`config.mk`:
```
export PLATFORM = sky130hd
export DESIGN_NAME = vec_mul_sequencer_flat
export DESIGN_NICKNAME = d
export VERILOG_FILES = /design/src/rtl/vec_mul_sequencer_if.sv /design/src/rtl/vec_mul_sequencer.sv /design/src/flat_wrapper.sv
export SDC_FILE = /design/constraint.sdc
export NUM_CORES = 1
export LEC_CHECK = 0
export CORE_MARGIN = 5
export CORE_UTILIZATION = 41
export DETAILED_ROUTE_END_ITERATION = 6
export PLACE_DENSITY_LB_ADDON = 0.25
export SYNTH_ARGS = -nofsm -noshare
export SYNTH_HDL_FRONTEND = slang
export SYNTH_SLANG_ARGS = --single-unit
```
`constraint.sdc`:
```
create_clock -name clk -period 2.98 [get_ports clk]
set_clock_uncertainty 0.2 [all_clocks]
set_input_delay 0.298 -clock clk [delete_from_list [all_inputs] [get_ports clk]]
set_output_delay 0.298 -clock clk [all_outputs]
set_load 0.05 [all_outputs]
```
`src/rtl/vec_mul_sequencer_if.sv`:
```
// rtl/vec_mul_sequencer_if.sv - host, weight-FIFO, UB and results-SRAM signal bundle of the vector-multiply sequencer
interface vec_mul_sequencer_if #(
  parameter int ADDRESSSIZE  = 10,
  parameter int STALL_CNT_BW = 16
);
  // Run request from the host
  logic                    start;
  logic [ADDRESSSIZE-1:0]  vec_count;
  logic [ADDRESSSIZE-1:0]  src_base;
  logic [ADDRESSSIZE-1:0]  dst_base;

  // Weight FIFO and array control
  logic                    fifo_empty;
  logic                    fifo_read_enable;
  logic                    weight_reload;

  // Unified buffer read side
  logic [ADDRESSSIZE-1:0]  ub_address;
  logic                    issue_valid;

  // Results SRAM write side
  logic                    res_write_enable;
  logic [ADDRESSSIZE-1:0]  res_address;

  // Status
  logic                    busy;
  logic                    end_;
  logic [STALL_CNT_BW-1:0] stall_count;

  // Host / environment side: issues runs, owns the FIFO flag, observes everything
  modport master (
    output start, vec_count, src_base, dst_base, fifo_empty,
    input  fifo_read_enable, weight_reload, ub_address, issue_valid,
    input  res_write_enable, res_address, busy, end_, stall_count
  );

  // Sequencer side
  modport slave (
    input  start, vec_count, src_base, dst_base, fifo_empty,
    output fifo_read_enable, weight_reload, ub_address, issue_valid,
    output res_write_enable, res_address, busy, end_, stall_count
  );
endinterface

```
`src/rtl/vec_mul_sequencer.sv`:
```
// rtl/vec_mul_sequencer.sv - run-level controller for the 1x64 vector-multiply datapath (optional stall counter: VEC_SEQ_STALL_CNT_EN)
module vec_mul_sequencer #(
  parameter int ADDRESSSIZE  = 10,
  parameter int PIPE_LATENCY = 10,
  parameter int STALL_CNT_BW = 16
) (
  input logic               clk,
  input logic               rst,
  vec_mul_sequencer_if.slave bus
);

  typedef enum logic [2:0] {
    IDLE   = 3'd0,
    WLOAD  = 3'd1,
    RELOAD = 3'd2,
    STREAM = 3'd3,
    DRAIN  = 3'd4,
    DONE   = 3'd5
  } state_t;

  localparam logic [ADDRESSSIZE-1:0] ADDR_ONE = {{(ADDRESSSIZE-1){1'b0}}, 1'b1};

  state_t state;
  state_t state_next;

  // Run parameters captured at the accepted start so live input changes are ignored
  logic [ADDRESSSIZE-1:0] n_reg;
  logic [ADDRESSSIZE-1:0] src_reg;
  logic [ADDRESSSIZE-1:0] dst_reg;

  logic [ADDRESSSIZE-1:0] issue_cnt;
  logic [ADDRESSSIZE-1:0] wr_cnt;
  logic [ADDRESSSIZE-1:0] last_index;

  // Delay line matching the array pipeline; bit PIPE_LATENCY-1 is the write strobe
  logic [PIPE_LATENCY-1:0] dly;

  logic start_accept;
  logic pop;
  logic reload;
  logic issue;
  logic wr_en;
  logic last_issue;
  logic last_write;

  assign last_index = n_reg - ADDR_ONE;
  assign wr_en      = dly[PIPE_LATENCY-1];
  assign last_issue = (issue_cnt == last_index);
  assign last_write = wr_en && (wr_cnt == last_index);

  // State register
  always_ff @(posedge clk or posedge rst) begin
    if (rst) begin
      state <= IDLE;
    end else begin
      state <= state_next;
    end
  end

  // Next-state decode and per-state strobes
  always_comb begin
    state_next   = state;
    start_accept = 1'b0;
    pop          = 1'b0;
    reload       = 1'b0;
    issue        = 1'b0;
    case (state)
      IDLE: begin
        if (bus.start) begin
          start_accept = 1'b1;
          // An empty run skips the weight load entirely
          state_next   = (bus.vec_count == '0) ? DONE : WLOAD;
        end
      end
      WLOAD: begin
        // Pop only when a weight set is present; otherwise wait here
        pop = !bus.fifo_empty;
        if (pop) begin
          state_next = RELOAD;
        end
      end
      RELOAD: begin
        reload     = 1'b1;
        state_next = STREAM;
      end
      STREAM: begin
        issue = 1'b1;
        if (last_issue) begin
          state_next = DRAIN;
        end
      end
      DRAIN: begin
        if (last_write) begin
          state_next = DONE;
        end
      end
      DONE: begin
        state_next = IDLE;
      end
      default: begin
        state_next = IDLE;
      end
    endcase
  end

  // Latch run parameters on an accepted start
  always_ff @(posedge clk or posedge rst) begin
    if (rst) begin
      n_reg   <= '0;
      src_reg <= '0;
      dst_reg <= '0;
    end else if (start_accept) begin
      n_reg   <= bus.vec_count;
      src_reg <= bus.src_base;
      dst_reg <= bus.dst_base;
    end
  end

  // Issue counter: offset of the vector currently driven on the UB address
  always_ff @(posedge clk or posedge rst) begin
    if (rst) begin
      issue_cnt <= '0;
    end else if (start_accept) begin
      issue_cnt <= '0;
    end else if (issue) begin
      issue_cnt <= issue_cnt + ADDR_ONE;
    end
  end

  // Write counter: offset of the next result written to the results SRAM
  always_ff @(posedge clk or posedge rst) begin
    if (rst) begin
      wr_cnt <= '0;
    end else if (start_accept) begin
      wr_cnt <= '0;
    end else if (wr_en) begin
      wr_cnt <= wr_cnt + ADDR_ONE;
    end
  end

  // Pipeline-latency delay of issue_valid; cleared by reset so aborted runs leave no writes
  always_ff @(posedge clk or posedge rst) begin
    if (rst) begin
      dly <= '0;
    end else begin
      dly[0] <= issue;
      for (int i = 1; i < PIPE_LATENCY; i++) begin
        dly[i] <= dly[i-1];
      end
    end
  end

`ifdef VEC_SEQ_STALL_CNT_EN
  localparam logic [STALL_CNT_BW-1:0] STALL_ONE = {{(STALL_CNT_BW-1){1'b0}}, 1'b1};

  logic [STALL_CNT_BW-1:0] stall_reg;

  // Count weight-wait cycles in WLOAD, saturating; kept after the run for the host to read
  always_ff @(posedge clk or posedge rst) begin
    if (rst) begin
      stall_reg <= '0;
    end else if (start_accept) begin
      stall_reg <= '0;
    end else if ((state == WLOAD) && bus.fifo_empty && (stall_reg != '1)) begin
      stall_reg <= stall_reg + STALL_ONE;
    end
  end

  assign bus.stall_count = stall_reg;
`else
  assign bus.stall_count = '0;
`endif

  // Addresses are forced to zero when their strobe is idle
  assign bus.fifo_read_enable = pop;
  assign bus.weight_reload    = reload;
  assign bus.issue_valid      = issue;
  assign bus.ub_address       = issue ? (src_reg + issue_cnt) : '0;
  assign bus.res_write_enable = wr_en;
  assign bus.res_address      = wr_en ? (dst_reg + wr_cnt) : '0;
  assign bus.busy             = (state != IDLE);
  assign bus.end_             = (state == DONE);

endmodule

```
`src/flat_wrapper.sv`:
```
// flat-port wrapper written by rule: the top's interface ports become plain ports
module vec_mul_sequencer_flat 
#(
  parameter int ADDRESSSIZE  = 10,
  parameter int PIPE_LATENCY = 10,
  parameter int STALL_CNT_BW = 16
)
  (clk, rst, bus_start, bus_vec_count, bus_src_base, bus_dst_base, bus_fifo_empty, bus_fifo_read_enable, bus_weight_reload, bus_ub_address, bus_issue_valid, bus_res_write_enable, bus_res_address, bus_busy, bus_end_, bus_stall_count);
  vec_mul_sequencer_if #(.ADDRESSSIZE(ADDRESSSIZE), .STALL_CNT_BW(STALL_CNT_BW)) bus_i ();
  input logic clk;
  input logic rst;
  input wire logic [$bits(bus_i.start)-1:0] bus_start;
  input wire logic [$bits(bus_i.vec_count)-1:0] bus_vec_count;
  input wire logic [$bits(bus_i.src_base)-1:0] bus_src_base;
  input wire logic [$bits(bus_i.dst_base)-1:0] bus_dst_base;
  input wire logic [$bits(bus_i.fifo_empty)-1:0] bus_fifo_empty;
  output wire logic [$bits(bus_i.fifo_read_enable)-1:0] bus_fifo_read_enable;
  output wire logic [$bits(bus_i.weight_reload)-1:0] bus_weight_reload;
  output wire logic [$bits(bus_i.ub_address)-1:0] bus_ub_address;
  output wire logic [$bits(bus_i.issue_valid)-1:0] bus_issue_valid;
  output wire logic [$bits(bus_i.res_write_enable)-1:0] bus_res_write_enable;
  output wire logic [$bits(bus_i.res_address)-1:0] bus_res_address;
  output wire logic [$bits(bus_i.busy)-1:0] bus_busy;
  output wire logic [$bits(bus_i.end_)-1:0] bus_end_;
  output wire logic [$bits(bus_i.stall_count)-1:0] bus_stall_count;
  assign bus_i.start = bus_start;
  assign bus_i.vec_count = bus_vec_count;
  assign bus_i.src_base = bus_src_base;
  assign bus_i.dst_base = bus_dst_base;
  assign bus_i.fifo_empty = bus_fifo_empty;
  assign bus_fifo_read_enable = bus_i.fifo_read_enable;
  assign bus_weight_reload = bus_i.weight_reload;
  assign bus_ub_address = bus_i.ub_address;
  assign bus_issue_valid = bus_i.issue_valid;
  assign bus_res_write_enable = bus_i.res_write_enable;
  assign bus_res_address = bus_i.res_address;
  assign bus_busy = bus_i.busy;
  assign bus_end_ = bus_i.end_;
  assign bus_stall_count = bus_i.stall_count;
  vec_mul_sequencer #(.ADDRESSSIZE(ADDRESSSIZE), .PIPE_LATENCY(PIPE_LATENCY), .STALL_CNT_BW(STALL_CNT_BW)) u_core (.clk(clk), .rst(rst), .bus(bus_i));
endmodule
```
# Word-level counts from Yosys, hierarchy flattened
# Cells that the tools add are included.
[classes] n_addsub=5 eq_ne=11 mux=17 reduce_logical=8
[op_table] cell="10-bit 2-to-1 mux" n=6
[op_table] cell="10-bit by 1-bit adder with 10-bit output (second input constant)" n=2
[op_table] cell="10-bit adder" n=2
[op_table] cell="10-bit equality test" n=2
[op_table] cell="3-bit 2-to-1 mux" n=5
[op_table] cell="3-bit case mux with 5 select lines" n=1
[op_table] cell="10-bit zero test" n=1
[op_table] cell="10-bit by 1-bit subtractor with 10-bit output (second input constant)" n=1
[op_table] cell="3-bit by 2-bit equality test with 1-bit output (second input constant)" n=2
[op_table] cell="3-bit equality test (second input constant)" n=2
[op_table] cell="1-bit 2-to-1 mux" n=5
[op_table] cell="2-bit by 1-bit != test with 1-bit output (second input constant)" n=2
[op_table] cell="2-bit != test (second input constant)" n=2
[op_table] cell="4-bit AND reduction" n=1
[op_table] cell="2-bit nonzero test" n=2
[op_table] cell="3-bit by 1-bit equality test with 1-bit output (second input constant)" n=1
[op_table] cell="3-bit zero test" n=1
[op_table] cell="3-bit nonzero test" n=1
[op_table] cell="1-bit logical AND" n=1
[op_table] cell="1-bit zero test" n=1
[totals] register_bits=63 input_bits=34

# Depth between registers and ports, before layout
# Gate-level depths: netlist of the first run.
[logic_depth] ltp_word=5 mapped_depth=9

# Least setup slack after synthesis of the first run
# Ideal clock, no wire load.
[synth_timing] kind="reg2out" from="reg u_core.issue_cnt[0]" to="out bus_ub_address[8]" arrival_time_ns=2.874 required_time_ns=2.482 slack_ns=-0.392 stages_incl_launch_ff=9 path_buffers=0 cell_sequence="dfrtp_1 ha_1 fa_1 a21o_1 a21oi_1 o21ba_2 o21ai_0 nand3_1 nor3b_1"
[synth_via] elab_chain_len=2
[synth_rtl] item="from (decl)" line="vec_mul_sequencer.sv:31" rtl="logic [ADDRESSSIZE-1:0] issue_cnt;"
[synth_rtl] item="from (signal assigned)" line="vec_mul_sequencer.sv:126" rtl="issue_cnt <= issue_cnt + ADDR_ONE;"
[synth_rtl] item="10-bit adder" line="vec_mul_sequencer.sv:178" rtl="assign bus.ub_address = issue ? (src_reg + issue_cnt) : '0;"
[synth_rtl] item="10-bit 2-to-1 mux" line="vec_mul_sequencer.sv:178"
[synth_rtl] item="to (decl)" line="flat_wrapper.sv:19" rtl="output wire logic [$bits(bus_i.ub_address)-1:0] bus_ub_address;"
# Every way passes these cells.

# Worst setup path after layout of the first run
[layout_timing] from="reg u_core.src_reg[1]" to="out bus_ub_address[7]"
[layout_via] elab_chain_len=2
[layout_rtl] item="from (decl)" line="vec_mul_sequencer.sv:28" rtl="logic [ADDRESSSIZE-1:0] src_reg;"
[layout_rtl] item="from (signal assigned)" line="vec_mul_sequencer.sv:114" rtl="src_reg <= bus.src_base;"
[layout_rtl] item="10-bit adder" line="vec_mul_sequencer.sv:178"
[layout_rtl] item="10-bit 2-to-1 mux" line="vec_mul_sequencer.sv:178"
# Every way passes these cells.

==> results of run 1 <==
final cells by class:
class	count	area share (%)
well taps	133	3.18
multi-input cells	314	46.2
clock buffers	13	3.04
flip-flops and latches	63	30.2
clock inverters	1	0.0958
inverters	17	1.22
repair buffers	75	16.0
per-layer routing:
metal | part of all wire, % | vias up | wire, um | global-route usage [%]
li1 | - | 1559 | - | -
met1 | 42 | 1577 | 3990 | 19.8
met2 | 51 | 76 | 4880 | 28.3
met3 | 4.9 | 22 | 470 | 4.56
met4 | 2.2 | 0 | 210 | 5.61
met5 | 0 | - | 0 | 0
through the flow:
step	total power [mW]	TNS [ns]	setup WS (ns)	instance area, um2
final	2.00	0	0.0893	5230
after detailed placement	1.33	0	0.165	4890
after floorplan	1.23	0	0.0411	4120
after global placement	1.31	0	0.213	4890
after CTS	1.99	0	0.00972	5110
after global routing	2.10	-0.0767	-0.0467	5230
worst paths after layout:
check	to	slack, ns	from	cells past startpoint
max	bus_ub_address[7]	0.09	u_core.src_reg[1]	8
min	u_core.n_reg[8]	0.12	rst	3
max reg2reg	u_core.state[0]	0.23	u_core.n_reg[0]	8
min reg2reg	u_core.dly[1]	0.15	u_core.dly[0]	0
max in group asynchronous	u_core.wr_cnt[4]	2.13	rst	3
min in group clk	u_core.dly[1]	0.15	u_core.dly[0]	0
cell families (layout without fill, tap and decap cells):
| kind of cell | Yosys count | count (layout) | share of synthesized area, % |
|---|---|---|---|
| and+or+nand+nor | 127 | 127 | 16.6 |
| AOI/OAI and AO/OA | 76 | 76 | 12.5 |
| DFF | 63 | 63 | 39.0 |
| buffers and inverters | 47 | 106 | 6.23 |
| xor gates and xnor gates | 42 | 42 | 9.79 |
| muxes | 29 | 29 | 7.99 |
| adders and majority gates | 24 | 24 | 7.74 |
| other | 1 | 16 | 0.0928 |
cell usage after synthesis, types with 15 or more instances:
cell type  number  area (um2)
nand2_1        22        82.6
xor2_1         15         131
mux2_2         26         293
buf_4          18         135
dfrtp_1        63        1580
a21oi_1        18        90.1
o21ai_0        19        95.1
nor2_1         33         124
xnor2_1        25         219
inv_1          16        60.1
ha_1           21         263
repair_timing:
item                                    CTS  global route
endpoints found under the setup margin    7             8
endpoints found under the hold margin     0             0
pin swaps                                 2             7
cloned                                    0             0
resized for setup                        12            19
buffers inserted                          2             4
worst reg2reg max path: stages, from the launching register on:
cell	delay, ns
dfrtp_1	0.47
inv_1	0.12
ha_1	0.27
nand2b_1	0.21
or3_1	0.39
a32o_1	0.23
nor4b_2	0.31
nand4_1	0.20
o211a_1	0.25
power by group:
part / total (mW) / internal [mW] / switching, mW
registers: 0.937 / 0.891 / 0.0461
logic: 0.415 / 0.195 / 0.219
clock network: 0.645 / 0.337 / 0.308
==> impl_metrics.env, run 1 <==
export IMPL_die_y_um=109
export IMPL_path_max_fanout=3
export IMPL_seqCellArea_um2=1580
export IMPL_core_area_um2=9680
export IMPL_worst_pin_slew_ns=0.513
export IMPL_antenna_cells=0
export IMPL_setup_viol=0
export IMPL_slew_limit_headroom_pct=65.7
export IMPL_cp_slowest_cell="dfrtp_1"
export IMPL_nets=537
export IMPL_grt_overflow=0
export IMPL_status="complete, no violations"
export IMPL_hold_buffers=0
export IMPL_std_cell_rows=36
export IMPL_fin_crit_ns=2.89
export IMPL_h_tree_depth=3
export IMPL_drv_slew=0
export IMPL_drtIter0Drc=122
export IMPL_dp_final_hpwl_mm=6.83
export IMPL_crit_arrival_ns=2.39
export IMPL_clockRootBuffer="clkbuf_8"
export IMPL_grt_pass1_vias=3266
export IMPL_ys_flop_type="dfrtp_1"
export IMPL_clkTransAtPathRegs_ns=0.07
export IMPL_clockBufferDepth=2
export IMPL_postSynthCellCount=409
export IMPL_fin_util_pct=54.0
export IMPL_fin_crit_sh_pct=97.0
export IMPL_syn_area_per_cell_um2=9.87
export IMPL_boundaryPins=76
export IMPL_drc_errors=0
export IMPL_fmax_ghz=0.346
export IMPL_cpPeakStageDelay_ns=0.43
export IMPL_place_congestion=0.849
export IMPL_multi_input_area_um2=2420
export IMPL_required_ns=2.48
export IMPL_whs_ns=0.120
export IMPL_grt_pass1_wl_mm=15.5
export IMPL_maxCapViolCount=0
export IMPL_avgViaCountPerCell=5.25
export IMPL_ys_types=57
export IMPL_syn2layout_area_growth_pct=29.4
export IMPL_vias=3234
export IMPL_layout_commonest_cell="dfrtp_1"
export IMPL_final_layout_size_suffix_gt1_share_pct=23.0
export IMPL_grtUsageTotal_pct=16.5
export IMPL_yosys_register_bits=63
export IMPL_cts_made_buffers=9
export IMPL_hp_class="input pin to async pin"
export IMPL_portBuffers=59
export IMPL_ys_warn_count=0
export IMPL_dr_pass1_iters=4
export IMPL_syn_area_um2=4040
export IMPL_critPathKind="flop to output port"
export IMPL_tritoncts="yes"
export IMPL_place_inst=596
export IMPL_clock_sinks=63
export IMPL_path_cells="ha_1 > a21o_1 > a21oi_2 > o21bai_2 > a21o_1 > a31oi_2 > mux2i_2 > buf_12"
export IMPL_cp_start_kind="flop"
export IMPL_start_util_pct=41.7
export IMPL_antenna_found_initial=0
export IMPL_postSynth_asyncResetShare_pct=100
export IMPL_p_leak_nw=2.28
export IMPL_final_cells=616
export IMPL_cp_top_family="compound AO/OA/AOI/OAI gates"
export IMPL_critPathBufInv=1
export IMPL_ir_worst_vdd_v=0.000223
export IMPL_die_w_um=109
export IMPL_ant_nets=0
export IMPL_synth_edff_count=0
export IMPL_worstSkewPairLatency_ns=0.34
export IMPL_hold_violations=0
export IMPL_worst_setup_path_end_kind="output port"
export IMPL_powerDensity_nw_per_um2=382
export IMPL_avgRoutedWirePerCell_um=15.5
export IMPL_final_fill_count=866
export IMPL_grt_max_degree=64
export IMPL_critical_path_most_common_cell="a21o_1"
export IMPL_routed_wl_mm=9.55
export IMPL_synth_seq_area_share_pct=39.0
export IMPL_final_cell_mix="dfrtp_1, clkdlybuf4s50_1, nor2_1"
export IMPL_die_area_um2=11900
No activity file was read; power rests on OpenSTA's default activity.
==> run 2: changes to the inputs <==
Settings changed: CAP_MARGIN set to 30, CORE_ASPECT_RATIO set to 0.9, CORE_UTILIZATION 41 to 30.
==> run 2 against run 1 <==
- final cell count increased by 6.5%
- count of clock-buffer cells in the layout is 1 lower
- sequential share of layout area fell by 1.0 points
- critical path type unchanged
- power grew 16%
- global-route usage shrank 3.6 points
- register-to-register slack about the same
- critical path depth stayed put
- sequential power hardly changed
- largest cell class unchanged
- via count up 1.3%
- maximum frequency decreased by 0.58%
==> impl_metrics.env, run 2 (synthesis gave the netlist of run 1 again) <==
export IMPL_boundaryPins=76
export IMPL_path_max_fanout=3
export IMPL_status="complete, no violations"
export IMPL_routed_wl_mm=10.1
export IMPL_fin_crit_ns=2.91
export IMPL_fmax_ghz=0.344
export IMPL_r2r_setup_slack_ns=0.22
export IMPL_reg2reg_to="u_core.state[1]"
export IMPL_fin_crit_sh_pct=97.6
export IMPL_dp_final_hpwl_mm=7.51
export IMPL_grt_overflow=0
export IMPL_nets=540
export IMPL_drc_errors=0
export IMPL_final_layout_size_suffix_gt1_share_pct=24.6
export IMPL_grt_max_degree=55
export IMPL_cts_made_buffers=9
export IMPL_core_area_um2=13300
export IMPL_die_w_um=132
export IMPL_critPathBufInv=1
export IMPL_dr_pass1_iters=4
export IMPL_worst_pin_slew_ns=0.576
export IMPL_hp_class="input pin to async pin"
export IMPL_maxCapViolCount=0
export IMPL_hold_violations=0
export IMPL_tritoncts="yes"
export IMPL_std_cell_rows=40
export IMPL_cp_top_family="compound AO/OA/AOI/OAI gates"
export IMPL_p_leak_nw=2.35
export IMPL_place_congestion=0.817
export IMPL_drv_slew=0
export IMPL_worst_setup_path_end_kind="output port"
export IMPL_clockRootBuffer="clkbuf_16"
export IMPL_antenna_found_initial=0
export IMPL_final_cell_mix="dfrtp_1, clkdlybuf4s50_1, nor2_1"
export IMPL_ant_nets=0
export IMPL_grtUsageTotal_pct=12.8
export IMPL_required_ns=2.48
export IMPL_whs_ns=0.146
export IMPL_portBuffers=59
export IMPL_grt_pass1_vias=3329
export IMPL_start_util_pct=30.5
export IMPL_cp_slowest_cell="dfrtp_1"
export IMPL_setup_ws_ns=0.0723
export IMPL_crit_arrival_ns=2.41
export IMPL_avgViaCountPerCell=4.99
export IMPL_rr_worst_depth=8
export IMPL_drtIter0Drc=195
export IMPL_vias=3276
export IMPL_die_y_um=120
export IMPL_syn2layout_area_growth_pct=34.0
export IMPL_post_place_ws_ns=0.167
export IMPL_setup_viol=0
export IMPL_layout_commonest_cell="dfrtp_1"
export IMPL_clock_sinks=63
export IMPL_place_area_um2=4950
export IMPL_grt_pass1_wl_mm=16.5
export IMPL_rsz0062_at_grt="true"
export IMPL_avgRoutedWirePerCell_um=15.4
export IMPL_ir_worst_vdd_v=0.000191
export IMPL_die_area_um2=15900
export IMPL_critPathKind="flop to output port"
export IMPL_cpPeakStageDelay_ns=0.39
export IMPL_reg2reg_from="u_core.n_reg[0]"
export IMPL_powerDensity_nw_per_um2=430
export IMPL_antenna_cells=0
export IMPL_clkTransAtPathRegs_ns=0.05
export IMPL_worstSkewPairLatency_ns=0.33
export IMPL_stdcell_area_um2=5410
export IMPL_cp_start_kind="flop"
export IMPL_clockBufferDepth=2
export IMPL_path_cells="ha_1 > a21o_1 > a21oi_2 > o21bai_2 > a2111oi_4 > nor4_2 > nor3_2 > clkbuf_16"
export IMPL_hold_buffers=0
export IMPL_h_tree_depth=3
export IMPL_slew_limit_headroom_pct=61.5
run 2: layout make-up:
class                      count  area (um2)
timing repair buffer          78         856
multi-input combinational    314        2420
tap                          168         210
clock buffer                  12         256
fill                        1289        7850
inverter                      17        63.8
sequential                    63        1580
clock inverter                 4        20.0
run 2: worst max-delay path by stage:
stage                              startpoint                 end  slack, ns  cells after the start
after floorplan           u_core.issue_cnt[1]   bus_ub_address[7]       0.04                      7
after global placement       u_core.wr_cnt[0]  bus_res_address[9]       0.21                      8
after detailed placement     u_core.wr_cnt[0]  bus_res_address[9]       0.17                      8
after CTS                   u_core.dst_reg[1]  bus_res_address[9]      -0.02                      8
after global routing      u_core.issue_cnt[0]   bus_ub_address[8]      -0.03                      9
final                       u_core.dst_reg[1]  bus_res_address[9]       0.07                      8
run 2: stage by stage:
step                TNS, ns  std cells  power (mW)  utilization [%]
finish                    0        656        2.33             40.8
global route        -0.0416        656        2.44             40.8
CTS                 -0.0240        652        2.33             39.9
detailed placement        0        635        1.33             37.3
global placement          0        635        1.32             37.3
floorplan                 0        424        1.23                -
run 2: worst register-to-register path, cell delays in order, from the launching register on:
cell and delay, ns:
dfrtp_1 0.47, inv_1 0.11, ha_1 0.28, nand2b_1 0.22, or3_1 0.39, a32o_1 0.24
nor4b_2 0.27, nand4_1 0.21, a21o_2 0.26
run 2: report_power, final:
group / leakage, nW / switching [mW] / internal [mW]
Clock: 0.142 / 0.368 / 0.601
Sequential: 0.787 / 0.0434 / 0.892
Combinational: 1.42 / 0.226 / 0.195
Total: 2.35 / 0.637 / 1.69
run 2: what timing repair did:
| item | 4_1_cts | 5_1_grt |
|---|---|---|
| pin swaps | 0 | 12 |
| resized for setup | 15 | 17 |
| gates cloned | 0 | 0 |
| setup buffers | 1 | 4 |
| setup endpoints to repair | 7 | 8 |
run 2: layer usage:
| layer | share of wire [%] | wire [um] | vias to the layer above | global-route usage (%) |
|---|---|---|---|---|
| met3 | 5.2 | 521 | 16 | 4.23 |
| met1 | 45 | 4560 | 1594 | 16.3 |
| met2 | 49 | 4920 | 95 | 21.2 |
| li1 | - | - | 1571 | - |
| met4 | 1.1 | 107 | 0 | 3.31 |
| met5 | 0 | 0 | - | 0 |
==> run 3: changes to the inputs <==
Settings changed: REMOVE_ABC_BUFFERS set to 1.
==> run 3 against run 2 <==
- worst hold slack got worse by 0.044 ns
- maximum frequency is 1.0% higher
- global-route usage shrank 0.21 points
- sequential share of layout area decreased by 0.31 points
- final cell count up 0.91%
- die area did not move
- register-to-register slack is essentially flat
==> impl_metrics.env, run 3 (synthesis gave the netlist of run 1 again) <==
export IMPL_cpPeakStageDelay_ns=0.37
export IMPL_grt_max_degree=27
export IMPL_hold_buffers=0
export IMPL_final_fill_count=1299
export IMPL_path_max_fanout=2
export IMPL_worst_pin_slew_ns=0.514
export IMPL_syn2layout_area_growth_pct=35.2
export IMPL_rsz0062_at_grt="true"
export IMPL_core_area_um2=13300
export IMPL_fin_crit_sh_pct=96.6
export IMPL_multi_input_area_um2=2390
export IMPL_avgViaCountPerCell=4.98
export IMPL_cp_slowest_cell="dfrtp_1"
export IMPL_tns_ns=0
export IMPL_tritoncts="yes"
export IMPL_setup_viol=0
export IMPL_layout_commonest_cell="dfrtp_1"
export IMPL_nets=546
export IMPL_die_w_um=132
export IMPL_h_tree_depth=3
export IMPL_hp_class="input pin to async pin"
export IMPL_antenna_found_initial=0
export IMPL_grt_pass1_vias=3379
export IMPL_post_place_ws_ns=0.130
export IMPL_antenna_cells=0
export IMPL_clock_sinks=63
export IMPL_final_layout_size_suffix_gt1_share_pct=23.9
export IMPL_hold_violations=0
export IMPL_crit_arrival_ns=2.38
export IMPL_worst_setup_path_end_kind="output port"
export IMPL_drc_errors=0
export IMPL_drtIter0Drc=104
export IMPL_clockRootBuffer="clkbuf_16"
export IMPL_whs_ns=0.102
export IMPL_cp_start_kind="flop"
export IMPL_required_ns=2.48
export IMPL_ir_worst_vdd_v=0.000246
export IMPL_critPathKind="flop to output port"
export IMPL_boundaryPins=76
export IMPL_clkTransAtPathRegs_ns=0.05
export IMPL_final_cell_mix="dfrtp_1, clkdlybuf4s50_1, nor2_1"
export IMPL_dr_pass1_iters=4
export IMPL_fin_crit_ns=2.88
export IMPL_grt_overflow=0
export IMPL_finalPower_mw=2.42
export IMPL_ant_nets=0
export IMPL_status="complete, no violations"
export IMPL_maxCapViolCount=0
export IMPL_path_cells="ha_1 > fa_2 > a21o_1 > a21oi_2 > o21ba_2 > o21ai_1 > nand3_1 > nor3b_4 > buf_12"
export IMPL_powerDensity_nw_per_um2=444
export IMPL_worstSkewPairLatency_ns=0.33
export IMPL_seqCellArea_um2=1580
export IMPL_dp_final_hpwl_mm=7.54
export IMPL_cts_made_buffers=9
export IMPL_p_leak_nw=2.41
export IMPL_fmax_ghz=0.348
export IMPL_grt_pass1_wl_mm=16.6
export IMPL_vias=3294
export IMPL_die_area_um2=15900
export IMPL_routed_wl_mm=9.82
export IMPL_portBuffers=59
export IMPL_setup_ws_ns=0.102
export IMPL_clockBufferDepth=2
export IMPL_slew_limit_headroom_pct=65.7
export IMPL_grtUsageTotal_pct=12.6
export IMPL_avgRoutedWirePerCell_um=14.8
export IMPL_start_util_pct=30.5
export IMPL_die_y_um=120
export IMPL_std_cell_rows=40
export IMPL_place_congestion=0.857
export IMPL_drv_slew=0
run 3: cell count changes in the layout (fill, tap and decap cells not counted), moves of 2 or more:
cell and delta:
buf_12 +3, ha_1 +2, ha_2 -2, dfrtp_2 -2
buf_4 +4, dfrtp_1 +2, clkbuf_16 -2, clkinv_2 -2
nor4_1 +2, nor4_2 -2
run 3: cell type report:
| type | count | area share [%] |
|---|---|---|
| Sequential cell | 63 | 28.9 |
| Clock inverter | 3 | 0.733 |
| Clock buffer | 13 | 4.95 |
| Timing Repair Buffer | 84 | 16.6 |
| Inverter | 17 | 1.17 |
| Tap cell | 168 | 3.85 |
| Multi-Input combinational cell | 314 | 43.8 |
run 3: routing by layer:
metal	up-vias	GRT usage, %	wire, um
met5	-	0	0
met4	0	3.75	120
met3	15	3.35	487
met2	91	20.8	4690
met1	1599	16.3	4520
li1	1589	-	-
run 3: final timing paths:
kind,start,endpoint,slack (ns),cells after the start
max in group asynchronous,rst,u_core.dst_reg[9],1.92,3
min in group clk,u_core.dly[5],u_core.dly[6],0.15,0
setup / recovery,u_core.wr_cnt[0],bus_res_address[8],0.10,9
setup reg to reg,u_core.n_reg[0],u_core.state[0],0.23,8
hold reg to reg,u_core.dly[5],u_core.dly[6],0.15,0
hold / removal,rst,u_core.src_reg[6],0.10,2
run 3: metrics by stage:
stage | utilization (%) | std cells | cell area, um2
6_report | 41.2 | 662 | 5460
5_1_grt | 41.2 | 662 | 5460
4_1_cts | 40.8 | 661 | 5410
3_5_place_dp | 37.8 | 644 | 5020
3_3_place_gp | 37.8 | 644 | 5020
2_1_floorplan | - | 394 | 3910
run 3: repair_timing:
item	4_1_cts	5_1_grt
endpoints found under the setup margin	7	8
resized for setup	17	11
pin swaps	2	10
setup buffers	1	1
run 3: where the power goes:
part / switching, mW / internal, mW
logic: 0.223 / 0.197
clock network: 0.361 / 0.712
registers: 0.0397 / 0.892
run 3: worst max-delay path, delay by kind of cell (launching register included):
kind	cells	cell delay (ns)
buffers and inverters	1	0.16
AOI/OAI and AO/OA	4	0.59
adders and majority gates	2	0.59
and+or+nand+nor	2	0.33
DFF	1	0.37
